<file path="config.mk">
export PLATFORM = sky130hd
export DESIGN_NAME = vedic_12_mult
export DESIGN_NICKNAME = d
export VERILOG_FILES = /design/src/rtl/vedic_pkg.sv /design/src/rtl/vedic_6.sv /design/src/rtl/vedic_12_mult.sv
export SDC_FILE = /design/constraint.sdc
export NUM_CORES = 1
export LEC_CHECK = 0
export ABC_CLOCK_PERIOD_IN_PS = 800
export CAP_MARGIN = 20
export CORE_ASPECT_RATIO = 1.4
export CORE_MARGIN = 5
export CORE_UTILIZATION = 54
export CTS_BUF_LIST = sky130_fd_sc_hd__clkbuf_2
export DETAILED_ROUTE_END_ITERATION = 10
export MAX_ROUTING_LAYER = met4
export PLACE_DENSITY = 0.75
export SLEW_MARGIN = 10
export SYNTH_ARGS = -nofsm -noshare
export SYNTH_HDL_FRONTEND = slang
export SYNTH_SLANG_ARGS = --single-unit
</file>
<file path="constraint.sdc">
create_clock -name clk -period 0.8 [get_ports clk]
set_clock_uncertainty 0.1 [all_clocks]
set_input_delay 0.16 -clock clk [delete_from_list [all_inputs] [get_ports clk]]
set_output_delay 0.16 -clock clk [all_outputs]
set_load 0.005 [all_outputs]
</file>
<file path="src/rtl/vedic_pkg.sv">
// Shared widths and types for the Vedic multiplier family.
package vedic_pkg;

  localparam int VEDIC_W    = 12;
  localparam int VEDIC_HALF = 6;
  localparam int VEDIC_PW   = 24;

  typedef logic [VEDIC_W-1:0]      operand_t;
  typedef logic [VEDIC_PW-1:0]     product_t;
  typedef logic [VEDIC_HALF-1:0]   half_t;
  typedef logic [2*VEDIC_HALF-1:0] half_prod_t;

endpackage

</file>
<file path="src/rtl/vedic_6.sv">
// Combinational 6x6 -> 12 Vedic multiplier built from four 3x3 crosswise products.
module vedic_6
  import vedic_pkg::*;
(
  input  half_t      a,
  input  half_t      b,
  output half_prod_t p
);

  // 3x3 Urdhva product: each column collects the vertical/crosswise bit products.
  function automatic logic [5:0] mul3(input logic [2:0] x, input logic [2:0] y);
    logic [5:0] c0, c1, c2, c3, c4;
    c0 = 6'(x[0] & y[0]);
    c1 = 6'(x[1] & y[0]) + 6'(x[0] & y[1]);
    c2 = 6'(x[2] & y[0]) + 6'(x[1] & y[1]) + 6'(x[0] & y[2]);
    c3 = 6'(x[2] & y[1]) + 6'(x[1] & y[2]);
    c4 = 6'(x[2] & y[2]);
    return c0 + (c1 << 1) + (c2 << 2) + (c3 << 3) + (c4 << 4);
  endfunction

  logic [5:0]  p_ll, p_hl, p_lh, p_hh;
  logic [6:0]  mid;

  always_comb begin
    p_ll = mul3(a[2:0], b[2:0]);
    p_hl = mul3(a[5:3], b[2:0]);
    p_lh = mul3(a[2:0], b[5:3]);
    p_hh = mul3(a[5:3], b[5:3]);
    mid  = 7'(p_hl) + 7'(p_lh);
    p    = half_prod_t'(p_ll) + half_prod_t'({mid, 3'b000}) + {p_hh, 6'b000000};
  end

endmodule

</file>
<file path="src/rtl/vedic_12_mult.sv">
// Registered 12x12 -> 24 unsigned Vedic multiplier; one cycle latency, one pair per cycle.
module vedic_12_mult
  import vedic_pkg::*;
(
  input  logic     clk,
  input  logic     rst,
  input  logic     in_valid,
  input  operand_t a,
  input  operand_t b,
  output product_t p,
  output logic     out_valid
);

  half_prod_t p_ll, p_hl, p_lh, p_hh;
  logic [2*VEDIC_HALF:0] mid;
  product_t sum;

  vedic_6 u_ll (.a(a[VEDIC_HALF-1:0]),       .b(b[VEDIC_HALF-1:0]),       .p(p_ll));
  vedic_6 u_hl (.a(a[VEDIC_W-1:VEDIC_HALF]), .b(b[VEDIC_HALF-1:0]),       .p(p_hl));
  vedic_6 u_lh (.a(a[VEDIC_HALF-1:0]),       .b(b[VEDIC_W-1:VEDIC_HALF]), .p(p_lh));
  vedic_6 u_hh (.a(a[VEDIC_W-1:VEDIC_HALF]), .b(b[VEDIC_W-1:VEDIC_HALF]), .p(p_hh));

  // The crosswise middle sum keeps its 13th bit before being shifted into place.
  always_comb begin
    mid = (2*VEDIC_HALF+1)'(p_hl) + (2*VEDIC_HALF+1)'(p_lh);
    sum = product_t'(p_ll)
        + product_t'({mid, {VEDIC_HALF{1'b0}}})
        + {p_hh, {VEDIC_W{1'b0}}};
  end

  always_ff @(posedge clk or posedge rst) begin
    if (rst) begin
      p         <= '0;
      out_valid <= 1'b0;
    end else begin
      p         <= sum;
      out_valid <= in_valid;
    end
  end

endmodule

</file>
==> Word level (Yosys, flattened, before mapping) <==
Index checks and enable logic that the tools add are counted.
{ "op_classes": {"n_addsub": 143, "bitwise": 144} }
{ "op_table": {"columns": ["op", "count"], "rows": [
  ["$add 6x6->6", 56],
  ["$and 1x1->1", 144],
  ["$add 4x4->4", 24],
  ["$add 5x5->5", 16],
  ["$add 11x12->12", 4],
  ["$add 3x3->3", 16],
  ["$add 6x10->11", 4],
  ["$add 6x6->7", 4],
  ["$add 1x6->6", 4],
  ["$add 20x24->24", 1],
  ["$add 6x5->6", 4],
  ["$add 12x19->20", 1],
  ["$add 4x1->4", 4],
  ["$add 12x12->13", 1],
  ["$add 1x1->2", 4]
]} }
{ "word_totals": {"reg_bits": 25, "input_bits": 27, "out_inout_bits": 25, "word_cells": 289} }

==> Depth between registers and ports, before layout <==
{ "logic_depth": {"word_depth": 12, "ltp_mapped": 30, "ltp_nobuf": 28} }

==> Cells and area by module <==
Synthesis repeated with hierarchy kept, for this count alone.
{ "unflattened": {"cells_unflattened": 853, "area_unflattened_um2": 7604.8} }
{ "by_module_without_submodules": {"columns": ["module", "n_inst", "cells_per_inst", "area_each_um2", "seq_area_each_um2"], "rows": [
  ["vedic_12_mult", 1, 222, 2008.2, 625.6],
  ["vedic_6 (u_lh)", 1, 160, 1412.6, 0.0],
  ["vedic_6 (u_ll)", 1, 160, 1405.1, 0.0],
  ["vedic_6 (u_hh)", 1, 155, 1397.6, 0.0],
  ["vedic_6 (u_hl)", 1, 156, 1381.3, 0.0]
]} }

==> Worst setup path before layout <==
No wires, ideal clock.
{ "synth_path": {"path_type": "input to register", "start": "input a[0]", "end": "register p[23]", "setup_ns": 0.079, "arrival_time_ns": 5.349, "required_ns": 0.621, "slack_ns": -4.729, "path_stages": 24, "path_buffers": 2, "path_cell_list": "clkbuf_1 nand2_1 fa_1 inv_1 ha_1 ha_1 fa_1 fa_1 a21o_1 a21oi_1 xnor2_1 ha_1 and4_1 a211oi_1 o21ai_1 a21o_1 a21oi_1 o21ai_1 ha_1 buf_1 nand4_1 o21a_2 nor4b_4 xor2_1"} }
{ "synth_via": {"elab_chain_cells": 12, "word_cells_on_any_way": 45, "cone_classes": "add/sub: 33; bitwise: 12"} }
{ "synth_rtl": {"columns": ["item", "line_no", "rtl"], "rows": [
  ["start, declared", "vedic_12_mult.sv:8", "input operand_t a,"],
  ["$and 1x1->1", "vedic_6.sv:14", "c1 = 6'(x[1] & y[0]) + 6'(x[0] & y[1]);"],
  ["$add 5x5->5", "vedic_6.sv:14", null],
  ["$add 6x6->6 (4 in series)", "vedic_6.sv:18", "return c0 + (c1 << 1) + (c2 << 2) + (c3 << 3) + (c4 << 4);"],
  ["$add 6x6->7", "vedic_6.sv:29", "mid = 7'(p_hl) + 7'(p_lh);"],
  ["$add 6x10->11", "vedic_6.sv:30", "p = half_prod_t'(p_ll) + half_prod_t'({mid, 3'b000}) + {p_hh, 6'b000000};"],
  ["$add 11x12->12", "vedic_6.sv:30", null],
  ["$add 12x12->13", "vedic_12_mult.sv:25", "mid = (2*VEDIC_HALF+1)'(p_hl) + (2*VEDIC_HALF+1)'(p_lh);"],
  ["$add 12x19->20 *", "vedic_12_mult.sv:27", "+ product_t'({mid, {VEDIC_HALF{1'b0}}})"],
  ["$add 20x24->24 *", "vedic_12_mult.sv:28", "+ {p_hh, {VEDIC_W{1'b0}}};"],
  ["net sum[23]", "vedic_12_mult.sv:16", "product_t sum;"],
  ["end signal, assigned", "vedic_12_mult.sv:36", "p <= sum;"],
  ["end, declared", "vedic_12_mult.sv:10", "output product_t p,"]
]} }
Mark *: on every way through the listed nets, which the timed path passes. The rest lies on a longest branch.

==> Final worst setup path <==
{ "layout_path": {"start": "input a[6]", "end": "register p[22]"} }
{ "layout_via": {"elab_chain_cells": 12, "word_cells_on_any_way": 45, "cone_classes": "add/sub: 33; bitwise: 12"} }
{ "layout_rtl": {"columns": ["item", "line_no"], "rows": [
  ["$and 1x1->1", "vedic_6.sv:14"],
  ["$add 5x5->5", "vedic_6.sv:14"],
  ["$add 6x6->6 (4 in series)", "vedic_6.sv:18"],
  ["$add 6x6->7", "vedic_6.sv:29"],
  ["$add 6x10->11", "vedic_6.sv:30"],
  ["$add 11x12->12", "vedic_6.sv:30"],
  ["$add 12x12->13", "vedic_12_mult.sv:25"],
  ["$add 12x19->20", "vedic_12_mult.sv:27"],
  ["$add 20x24->24 *", "vedic_12_mult.sv:28"],
  ["net sum[22]", "vedic_12_mult.sv:16"]
]} }
Marks and branches as above.

==> out/qor.txt <==
status = finished, violations left
failing checks = hold timing, setup timing
Crit. End Element = flip-flop
Syn Area/Cell = 8.907 um^2
WHS = -9.945 ps
Max VDD drop = 0.003941 V
Finished Core Util = 81.28%
drt pass-1 iters = 7
final-layout fill cell count = 668
Die Y = 141.5 um
Avg Vias per Cell = 6.050
Final Hold Vio Count = 8
antenna-violating nets left = 0
Final Max Tran Viols = 0
Placed Cells = 1053
wire length per cell = 21.98 um
fin worst setup slack = -4375 ps
Mapped Area = 6671 um^2
I/O pin count = 52
Ys Warns = 0
GRT overflow = 0
WP data arrival = 5330 ps
Final GP Congestion = 0.9391
maximum fanout along the worst path = 3
leak pwr = 0.004922 uW
final std cells w/o fill = 1107
Distinct cells, synth = 39
Seq cells post-synth = 25
initial antenna violation count = 1
Initial Util = 54.45%
Port Buf Inserts = 51
Tot GR Track Use = 29.08%
CTS H-tree depth = 1
Core ar. = 12250 um^2
Slew HR = 71.69%
Mapped Cells = 749
first-pass GRT wire length = 33770 um
CTS root buf = clkbuf_2
Post-Syn Nets = 991
Total Power = 48400 uW
Synth async-reset ratio = 100.0%
worst slew pin tran = 421.6 ps
die span in x = 103.9 um
Hold Crit Class = primary input to async pin
Max Cap Violations = 0
area grow syn2layout = 49.27%
DRC = 0
unrepaired setup endpoints after global routing = true
clock-pin transition on the worst setup and hold timing paths = 240 ps
Nets = 1199
fmax = 193.3 MHz
clk buf depth = 2
hpwl dp = 15200 um
Most used DFF post-synth = dfrtp_1
type of origin of the critical path = primary input
Setup TNS = -83050 ps
Rows = 48
Post-synth EDFFs = 0
final setup vio count = 49
sequential fraction of the synthesis area = 9.377%
commonest cells after routing, fill and taps aside = 137 x buf_4, 117 x and2_1, 116 x ha_1, 54 x inv_1, 49 x ha_4
via count = 6697
Hold-fix buffers, CTS = 0
full die area = 14710 um^2
Num Clock Sinks = 25
fin crit share = 646.8%
layout cells sized above 1 = 44.67%
commonest non-fill, non-tap cell in the layout = buf_4
largest net degree at the start of global routing = 19
register area = 625.6 um^2
footprint of the multi-input gates = 6974 um^2
vias in the first global route = 7142
CTS tree = built
crit path kind = primary input to flip-flop
Critical Path RT = 960 ps
Final min period = 5175 ps
pwr dens = 4860 nW/um^2
DR iter-0 viols = 319
final wirelength = 24330 um
TritonCTS Buffers = 3
layout make-up:
cell class / count / share of cell area [%]
flip-flops and latches: 25 / 6.282
repair buffers: 229 / 18.95
clock buffers: 3 / 0.1508
diodes: 1 / 0.02513
inverters: 69 / 2.601
well taps: 150 / 1.885
clock inverters: 1 / 0.07539
multi-input cells: 629 / 70.03
synthesized netlist by cell type (all sizes together), types with 4 or more instances:
| cell | number | area (um^2) |
|---|---|---|
| a21o | 17 | 127.6 |
| a21oi | 46 | 230.2 |
| and2 | 132 | 825.8 |
| clkbuf | 25 | 93.84 |
| dfrtp | 25 | 625.6 |
| fa | 42 | 840.8 |
| ha | 173 | 2165 |
| inv | 69 | 259.0 |
| nand2 | 33 | 126.4 |
| nand2b | 8 | 52.55 |
| nand4 | 5 | 37.53 |
| nor2 | 23 | 86.33 |
| nor2b | 9 | 56.30 |
| o21a | 4 | 31.28 |
| o21ai | 20 | 100.1 |
| o21bai | 13 | 97.59 |
| xnor2 | 56 | 490.5 |
| xor2 | 28 | 245.2 |
layer usage:
metal	global-route usage (%)	wire (um)	share of wire, %
met1	28.26	7759	32
met4	18.28	2388	9.8
met5	-	0	0
met3	3.050	1419	5.8
met2	54.57	12760	52
final timing paths:
check	to	cells past startpoint	from
worst max-delay path	p[22]	26	a[6]
worst min-delay path	p[6]	3	rst
max in group asynchronous	p[15]	3	rst
min in group clk	out_valid	1	in_valid
registers in the layout (all words and copies together), names as in the netlist:
signal and count:
out_valid 1, p 24
per-stage QoR:
stage                     worst slack, ps  area [um^2]  hold WS (ps)
final                               -4375         9958        -9.945
after CTS                           -4319         9494         1.882
after global routing                -4518         9958        -17.06
after floorplan                     -4344         7266         87.32
after global placement              -5122         8656         409.1
after detailed placement            -5189         8656         422.6
kinds of logic after synthesis:
family,share of synthesized area (%)
flip-flops,9.377
buffers and inverters,5.345
XOR/XNOR,11.03
AO/OA/AOI/OAI,10.26
AND/OR/NAND/NOR,18.79
multiplexers,0.1500
adder cells (fa/ha/maj),45.05
critical path: stages:
cell,delay [ps]
buf_8,90
buf_6,120
nand2_4,60
fa_1,560
inv_1,70
ha_2,200
ha_4,160
fa_2,460
fa_2,380
a21o_1,190
a21oi_2,150
xnor2_1,150
ha_1,280
and4_1,170
a211oi_2,210
o21ai_2,110
a21o_1,220
a21oi_4,220
buf_6,140
o21ai_4,70
ha_4,280
nand4_1,140
buf_4,180
o31ai_4,270
nand4_1,130
xor2_1,160
report_power, final:
group          total, uW  leakage, uW  internal (uW)  switching, uW
registers           2220     0.000297           2100            129
logic              45700      0.00461          23700          22000
clock network        500    0.0000126            116            383
total              48400      0.00492          25900          22500
repair_timing:
item | 4_1_cts | 5_1_grt
hold endpoints to repair | 0 | 15
setup endpoints to repair | 49 | 48
gates cloned | 0 | 0
pin swaps | 142 | 86
buffers inserted | 43 | 18
gates resized for setup | 334 | 89
No activity file was read; power rests on OpenSTA's default activity.
